## src/rtl/fifo_drain_pkg.sv

```systemverilog
// Shared constants, state encoding and byte helpers for the FIFO byte drain.
package fifo_drain_pkg;

  localparam int WORD_W = 32;
  localparam int BYTE_W = 8;
  localparam int CNT_W  = 16;

  localparam logic ST_IDLE = 1'b0;
  localparam logic ST_SEND = 1'b1;

  typedef enum logic {
    S_IDLE = ST_IDLE,
    S_SEND = ST_SEND
  } drain_state_e;

  // Picks byte 'idx' of a word; idx 0 is bits 7:0 when lsb_first, else bits 31:24.
  function automatic logic [BYTE_W-1:0] sel_byte(
    input logic [WORD_W-1:0] word,
    input logic [1:0]        idx,
    input logic              lsb_first
  );
    logic [1:0] pos_s;
    if (lsb_first) begin
      pos_s = idx;
    end else begin
      pos_s = 2'd3 - idx;
    end
    return word[{pos_s, 3'b000} +: BYTE_W];
  endfunction

  // Even parity bit of a byte (XOR reduction).
  function automatic logic even_parity(input logic [BYTE_W-1:0] b);
    return ^b;
  endfunction

endpackage

```

## src/rtl/fifo_byte_drain.sv

```systemverilog
// Pops 32-bit words from a first-word-fall-through FIFO and streams them out
// as bytes on a valid/ready interface, with a wrapping count of popped words.
// Optional feature macro: FIFO_DRAIN_PARITY_EN adds a registered byte_parity output.
module fifo_byte_drain
  import fifo_drain_pkg::*;
#(
  parameter int BYTES_PER_WORD = 4,
  parameter bit LSB_FIRST      = 1'b1
) (
  input  logic              clk,
  input  logic              reset,
  input  logic [WORD_W-1:0] out_fifo,
  input  logic              empty,
  output logic              read_fifo_en,
  input  logic              drain_en,
  output logic [BYTE_W-1:0] byte_data,
  output logic              byte_valid,
  input  logic              byte_ready,
  output logic              busy,
  output logic [CNT_W-1:0]  words_drained
`ifdef FIFO_DRAIN_PARITY_EN
  ,
  output logic              byte_parity
`endif
);

  localparam logic [1:0] LAST_IDX = 2'(BYTES_PER_WORD - 1);

  drain_state_e      state_r, state_nxt_s;
  logic [WORD_W-1:0] word_r, word_nxt_s;
  logic [1:0]        idx_r, idx_nxt_s;
  logic [BYTE_W-1:0] byte_r, byte_nxt_s;
  logic              valid_r;
  logic              busy_r;
  logic [CNT_W-1:0]  cnt_r, cnt_nxt_s;
  logic              last_hs_s;
  logic              pop_s;

  // Pop decision and next-state / next-byte selection.
  always_comb begin
    state_nxt_s = state_r;
    word_nxt_s  = word_r;
    idx_nxt_s   = idx_r;
    byte_nxt_s  = byte_r;
    cnt_nxt_s   = cnt_r;
    last_hs_s   = (state_r == S_SEND) && byte_ready && (idx_r == LAST_IDX);
    pop_s       = !reset && drain_en && !empty && ((state_r == S_IDLE) || last_hs_s);
    if (pop_s) begin
      // Pop and latch on the same edge; also covers back-to-back words.
      state_nxt_s = S_SEND;
      word_nxt_s  = out_fifo;
      idx_nxt_s   = 2'd0;
      byte_nxt_s  = sel_byte(out_fifo, 2'd0, LSB_FIRST);
      cnt_nxt_s   = cnt_r + 16'd1;
    end else begin
      case (state_r)
        S_SEND: begin
          if (byte_ready) begin
            if (idx_r == LAST_IDX) begin
              state_nxt_s = S_IDLE;
              idx_nxt_s   = 2'd0;
              byte_nxt_s  = 8'h00;
            end else begin
              idx_nxt_s  = idx_r + 2'd1;
              byte_nxt_s = sel_byte(word_r, idx_r + 2'd1, LSB_FIRST);
            end
          end else begin
            // Stall: hold byte and index.
            idx_nxt_s  = idx_r;
            byte_nxt_s = byte_r;
          end
        end
        S_IDLE: begin
          state_nxt_s = S_IDLE;
        end
        default: begin
          state_nxt_s = S_IDLE;
          idx_nxt_s   = 2'd0;
          byte_nxt_s  = 8'h00;
        end
      endcase
    end
  end

  // State, word, index, output and counter registers with synchronous reset.
  always_ff @(posedge clk) begin
    if (reset) begin
      state_r <= S_IDLE;
      word_r  <= 32'h0000_0000;
      idx_r   <= 2'd0;
      byte_r  <= 8'h00;
      valid_r <= 1'b0;
      busy_r  <= 1'b0;
      cnt_r   <= 16'h0000;
    end else begin
      state_r <= state_nxt_s;
      word_r  <= word_nxt_s;
      idx_r   <= idx_nxt_s;
      byte_r  <= byte_nxt_s;
      valid_r <= (state_nxt_s == S_SEND);
      busy_r  <= (state_nxt_s == S_SEND);
      cnt_r   <= cnt_nxt_s;
    end
  end

`ifdef FIFO_DRAIN_PARITY_EN
  logic parity_r;

  // Parity register tracks the byte register one-for-one.
  always_ff @(posedge clk) begin
    if (reset) begin
      parity_r <= 1'b0;
    end else begin
      parity_r <= even_parity(byte_nxt_s);
    end
  end

  assign byte_parity = parity_r;
`endif

  assign read_fifo_en  = pop_s;
  assign byte_data     = byte_r;
  assign byte_valid    = valid_r;
  assign busy          = busy_r;
  assign words_drained = cnt_r;

endmodule

```

## config.mk

```make
export PLATFORM = sky130hd
export DESIGN_NAME = fifo_byte_drain
export DESIGN_NICKNAME = d
export VERILOG_FILES = /design/src/rtl/fifo_drain_pkg.sv /design/src/rtl/fifo_byte_drain.sv
export SDC_FILE = /design/constraint.sdc
export NUM_CORES = 1
export LEC_CHECK = 0
export BUFFER_PORTS_ARGS = -buffer_cell sky130_fd_sc_hd__buf_2
export CORE_AREA = 2 2 77 79
export CTS_BUF_LIST = sky130_fd_sc_hd__clkbuf_16
export DETAILED_ROUTE_END_ITERATION = 6
export DIE_AREA = 0 0 79 81
export PLACE_DENSITY = 0.8
export SETUP_SLACK_MARGIN = 0.2
export SLEW_MARGIN = 20
export SYNTH_ARGS = -nofsm -noshare
export SYNTH_HDL_FRONTEND = slang
export SYNTH_SLANG_ARGS = --single-unit
```

## constraint.sdc

```tcl
create_clock -name clk -period 1.9 [get_ports clk]
set_input_delay 0.38 -clock clk [delete_from_list [all_inputs] [get_ports clk]]
set_output_delay 0.38 -clock clk [all_outputs]
set_load 0.005 [all_outputs]
```

# Word level (Yosys, flattened, before mapping)
# Index checks and enable logic that the tools add are counted.
dict set report totals {
  ff_bits 59
  in_bits 37
  out_inout_bits 27
  elab_cells 38
}
dict set report classes {
  n_shift 2
  bitwise_logic 1
  mux 14
  n_eq_ne 1
  addsub 2
  n_reduce_logical 13
}
# operator count
set ops {}
lappend ops {{variable part select 32 x 6 -> 8 bit} 2}
lappend ops {{2-to-1 mux 8 bit} 4}
lappend ops {{adder 16 x 1 -> 16 bit, second input constant} 1}
lappend ops {{2-to-1 mux 2 bit} 6}
lappend ops {{logical AND 1 bit} 5}
lappend ops {{AND reduction 2 bit} 2}
lappend ops {{nonzero test 2 bit} 2}
lappend ops {{2-to-1 mux 1 bit} 3}
lappend ops {{adder 2 x 1 -> 2 bit, second input constant} 1}
lappend ops {{== test 2 bit, second input constant} 1}
lappend ops {{logical NOT 1 bit} 2}
lappend ops {{one-hot mux 1 bit (2 select lines)} 1}
lappend ops {{OR reduction 2 bit} 1}
lappend ops {{logical OR 1 bit} 1}
lappend ops {{NOT 1 bit} 1}

# Depth between registers and ports, before layout
dict set report depth {
  depth_word 10
  mapped_depth 7
  depth_no_buf 6
}

# Least setup slack after synthesis
# No wires, ideal clock.
dict set report synth_path {
  path_type {reg2reg}
  start {register idx_r[0]}
  end {register byte_r[0], in the netlist byte_data[0]}
  n_path_buf 1
  setup_time_ps 132
  path_slack_ps 88
  t_arrival_ps 1681
  synth_period_minus_slack_ps 1812
  path_stages_with_launch 6
  required_time_ps 1768
  cell_sequence {dfxtp_1 ha_1 clkbuf_2 mux4_2 a221oi_1 nor3_1}
}
dict set report synth_between {
  elab_chain_cells 10
  elab_cells_between_ends 17
  classes_between {1 x add/sub; 1 x eq/ne; 1 x shift; 8 x mux; 6 x reduce/logical}
}
# item line_no
set synth_rtl {}
lappend synth_rtl {{start: declaration} fifo_byte_drain.sv:31} ;# logic [1:0] idx_r, idx_nxt_s;
lappend synth_rtl {{start signal: assignment} fifo_byte_drain.sv:98} ;# idx_r <= idx_nxt_s;
lappend synth_rtl {{adder 2 x 1 -> 2 bit} fifo_byte_drain.sv:65} ;# byte_nxt_s = sel_byte(word_r, idx_r + 2'd1, LSB_FIRST);
lappend synth_rtl {{2-to-1 mux 2 bit} fifo_byte_drain.sv:59} ;# if (idx_r == LAST_IDX) begin
lappend synth_rtl {{2-to-1 mux 2 bit} fifo_byte_drain.sv:58} ;# if (byte_ready) begin
lappend synth_rtl {{2-to-1 mux 2 bit} fifo_byte_drain.sv:56} ;# case (state_r)
lappend synth_rtl {{2-to-1 mux 2 bit} fifo_byte_drain.sv:48} ;# if (pop_s) begin
lappend synth_rtl {{variable part select 32 x 6 -> 8 bit} fifo_drain_pkg.sv:28} ;# return word[{pos_s, 3'b000} +: BYTE_W];
lappend synth_rtl {{2-to-1 mux 8 bit} fifo_byte_drain.sv:59}
lappend synth_rtl {{2-to-1 mux 8 bit} fifo_byte_drain.sv:58}
lappend synth_rtl {{2-to-1 mux 8 bit} fifo_byte_drain.sv:56}
lappend synth_rtl {{2-to-1 mux 8 bit} fifo_byte_drain.sv:48}
lappend synth_rtl {{end signal: assignment} fifo_byte_drain.sv:99} ;# byte_r <= byte_nxt_s;
lappend synth_rtl {{end: declaration} fifo_byte_drain.sv:32} ;# logic [BYTE_W-1:0] byte_r, byte_nxt_s;
# Several ways; a longest one is shown, not always the timed one. The select of a mux whose other input is x is not followed.
# A chain may end at the register's enable or synchronous reset.

# Worst setup path after layout
dict set report layout_path {
  start {register idx_r[0]}
  end {output read_fifo_en}
}
dict set report layout_between {
  elab_chain_cells 4
}
# item line_no
set layout_rtl {}
lappend layout_rtl {{== test 2 bit} fifo_byte_drain.sv:46} ;# last_hs_s = (state_r == S_SEND) && byte_ready && (idx_r == LAST_IDX);
lappend layout_rtl {{logical AND 1 bit} fifo_byte_drain.sv:46}
lappend layout_rtl {{logical OR 1 bit} fifo_byte_drain.sv:47} ;# pop_s = !reset && drain_en && !empty && ((state_r == S_IDLE) || last_hs_s);
lappend layout_rtl {{logical AND 1 bit} fifo_byte_drain.sv:47}
lappend layout_rtl {{end: declaration} fifo_byte_drain.sv:14} ;# output logic read_fifo_en,
# Every way passes these cells.

==> results.toml <==
[global_route]
grt.overflow.total = 0
first_global_vias = 2312
grt_use_total_pct = 23.4
antenna_found_initial = 0
grt_pass1_wl_um = 11400
grt_max_degree = 35

[clock_network]
ctsRootBufferMaster = "clkbuf_16"
cts.sinks = 59
cts_buffers = 9
cts_tree = "yes"
clk_path_buf_depth = 2
cts.htree.levels = 3
clkTransAtPathRegs_ns = 0.06
clock_latency_ns = 0.32

[floorplan]
design.portCount = 64
initial_core_util_pct = 44.0
dieArea_sq_mm = 0.00640
fp-row-count = 28
die_width_um = 79
core-area_sq_mm = 0.00568
die_h_um = 81

[layout]
antenna_cells = 0
final_nets = 394
area_delta_synth_final_pct = 40.8
drive_gt1_share_pct = 39.3
regArea_sq_mm = 0.00119
nFillCells = 451
final_cell_mix = "buf_2, nand2_1, dfxtp_1, a21oi_1, buf_4"
multi_input_area_sq_mm = 0.00139
final_common_cell = "buf_2"

[placement]
port_buffers = 63
place_hpwl_um = 4290
gp_congestion = 0.848

[job]
cap_violations = 0

[synthesis]
async_flop_share_pct = 0
synth_top_area_share_pct = 47.3
synth_area_sq_mm = 0.00250
yosys_warnings = 0
ys_top_cells_by_area = "dfxtp_1, nand2_1, mux4_2, a21oi_1, a221oi_1"
synth_edf_count = 0
syn_area_per_cell_sq_um = 9.15
synth-seq-area-share_pct = 47.3
ys_seq_elements = 59
netlist_instances = 273
yosysTopAreaCell = "dfxtp_1"
ys_dominant_reg_cell = "dfxtp_1"
postSynthNetCount = 313
yosysUniqueCellTypes = 39

[routing]
ant_nets = 0
drc = 0
dr.pass1.iters = 5
drt_first_iter_violations = 259
via_per_inst = 5.67
avgRoutedWirePerCell_um = 17.7
vias = 2461
finalWirelength_um = 7670

[critical_path]
crit_chain = "buf_4 > ha_4 > a21bo_4 > nand2_4 > inv_6 > buf_6"
cp_data_arrival_time_ns = 1.45
criticalPathCategory = "flip-flop to primary output"
cp-start-kind = "flip-flop"
crit_slowest_cell = "dfxtp_4"
max_stage_delay_ns = 0.36
required_ns = 1.52
cp_max_fo = 4
end_kind = "primary output"

[sta]
final-hold-violation-count = 0
max_slew_margin_pct = 54.9
hold_ws_ns = 0.293
finalClockSkew_ns = 0.00930
min_period_ns = 1.83
setup_viol = 0
rsz0062_at_grt = "true"
fin_crit_sh_pct = 96.4
worst_pin_slew_ns = 0.674
fmax_ghz = 0.546
slew_viol_final = 0

[pwr]
switching_share_pct = 23.8
pwr-share-seq_pct = 41.4
power.total_mw = 3.19
p_per_area_mw_per_mm2 = 907
p_leak_nw = 1.43
internal-power_mw = 2.43
switchingPower_mw = 0.759
clock_power_share_pct = 48.7
comb_power_share_pct = 9.9
vdd_drop_max_v = 0.000508

[worst_hold_path]
min_path_type = "primary input to flip-flop"

[run_status]
outcome = "finished, final reports clean"
## power groups by stage
| stage | Clock (mW) | Sequential, mW | Combinational (mW) |
|---|---|---|---|
| 2_1_floorplan | 0 | 1.33 | 0.150 |
| 3_3_place_gp | 0 | 1.34 | 0.249 |
| 3_5_place_dp | 0 | 1.34 | 0.254 |
| 4_1_cts | 1.54 | 1.32 | 0.292 |
| 5_1_grt | 1.61 | 1.32 | 0.339 |
| 6_report | 1.55 | 1.32 | 0.314 |
## metrics by stage
step / setup slack, ns / setup TNS [ns] / util (%) / instances / instance area, sq um
floorplan: 0.166 / 0 / - / 273 / 2530
global placement: 0.0174 / 0 / 51.9 / 407 / 2950
detailed placement: -0.0396 / -0.196 / 51.9 / 407 / 2950
CTS: 0.158 / 0 / 59.5 / 428 / 3380
global route: 0.0511 / 0 / 61.9 / 434 / 3520
finish: 0.0684 / 0 / 61.9 / 434 / 3520
## worst max-delay path: cells and delay by family, from the launching register on
family / cells / cell delay [ns]
flip-flops: 1 / 0.36
buffers and inverters: 3 / 0.29
AO/OA/AOI/OAI: 1 / 0.22
adder cells (fa/ha/maj): 1 / 0.17
AND/OR/NAND/NOR: 1 / 0.08
## cell usage after synthesis (4+ instances only)
master and count:
nand3_1 6, nor2_1 14, mux4_2 8, dfxtp_1 59, nand4_1 4, nand2_1 62, a221oi_1 8, nor3_1 11
or3_1 4, o21ai_0 4, a22o_1 8, clkbuf_1 9, buf_2 5, a21oi_1 32
## cells by family (layout without fill, tap and decap cells)
kind of cell	after synthesis	count (layout)	synth area share, %
fa+ha+maj	3	3	1.50
simple gates	114	115	21.6
flops	59	59	47.3
buf+inv	21	106	3.91
xor+xnor	6	6	2.10
mux	11	11	8.42
compound gates	59	59	15.2
## state kept, by name (all words and copies together) (netlist names)
register and count:
word_r 32, words_drained 16, byte_data 8, idx_r 2, busy 1
## worst paths after layout
kind	start	to	slack [ns]	cells past startpoint
hold reg to reg	word_r[22]	word_r[22]	0.45	2
setup reg to reg	idx_r[0]	byte_data[0]	0.08	5
setup / recovery	idx_r[0]	read_fifo_en	0.07	6
hold / removal	out_fifo[11]	word_r[11]	0.29	3
## timing repair
item | CTS | global route
cloned | 2 | 1
pin swaps | 18 | 4
hold buffers | 0 | 0
setup endpoints to repair | 26 | 26
resized for setup | 21 | 22
setup buffers | 3 | 5
hold endpoints to repair | 0 | 0
## final cells by class
class / instances / area share (%)
tap: 75 / 2.67
inverter: 3 / 0.463
timing repair buffer: 86 / 15.4
multi-input combinational: 194 / 39.4
clock buffer: 9 / 6.41
timing repair inverter: 1 / 0.107
clock inverter: 7 / 1.67
sequential: 59 / 33.9
## routing by layer
layer	GRT usage, %	routed length, um
met1	28.5	3150
met3	6.22	571
met2	38.9	3800
met4	10.3	142
met5	0	0
Note: power is estimated with default switching activity, not from simulation.
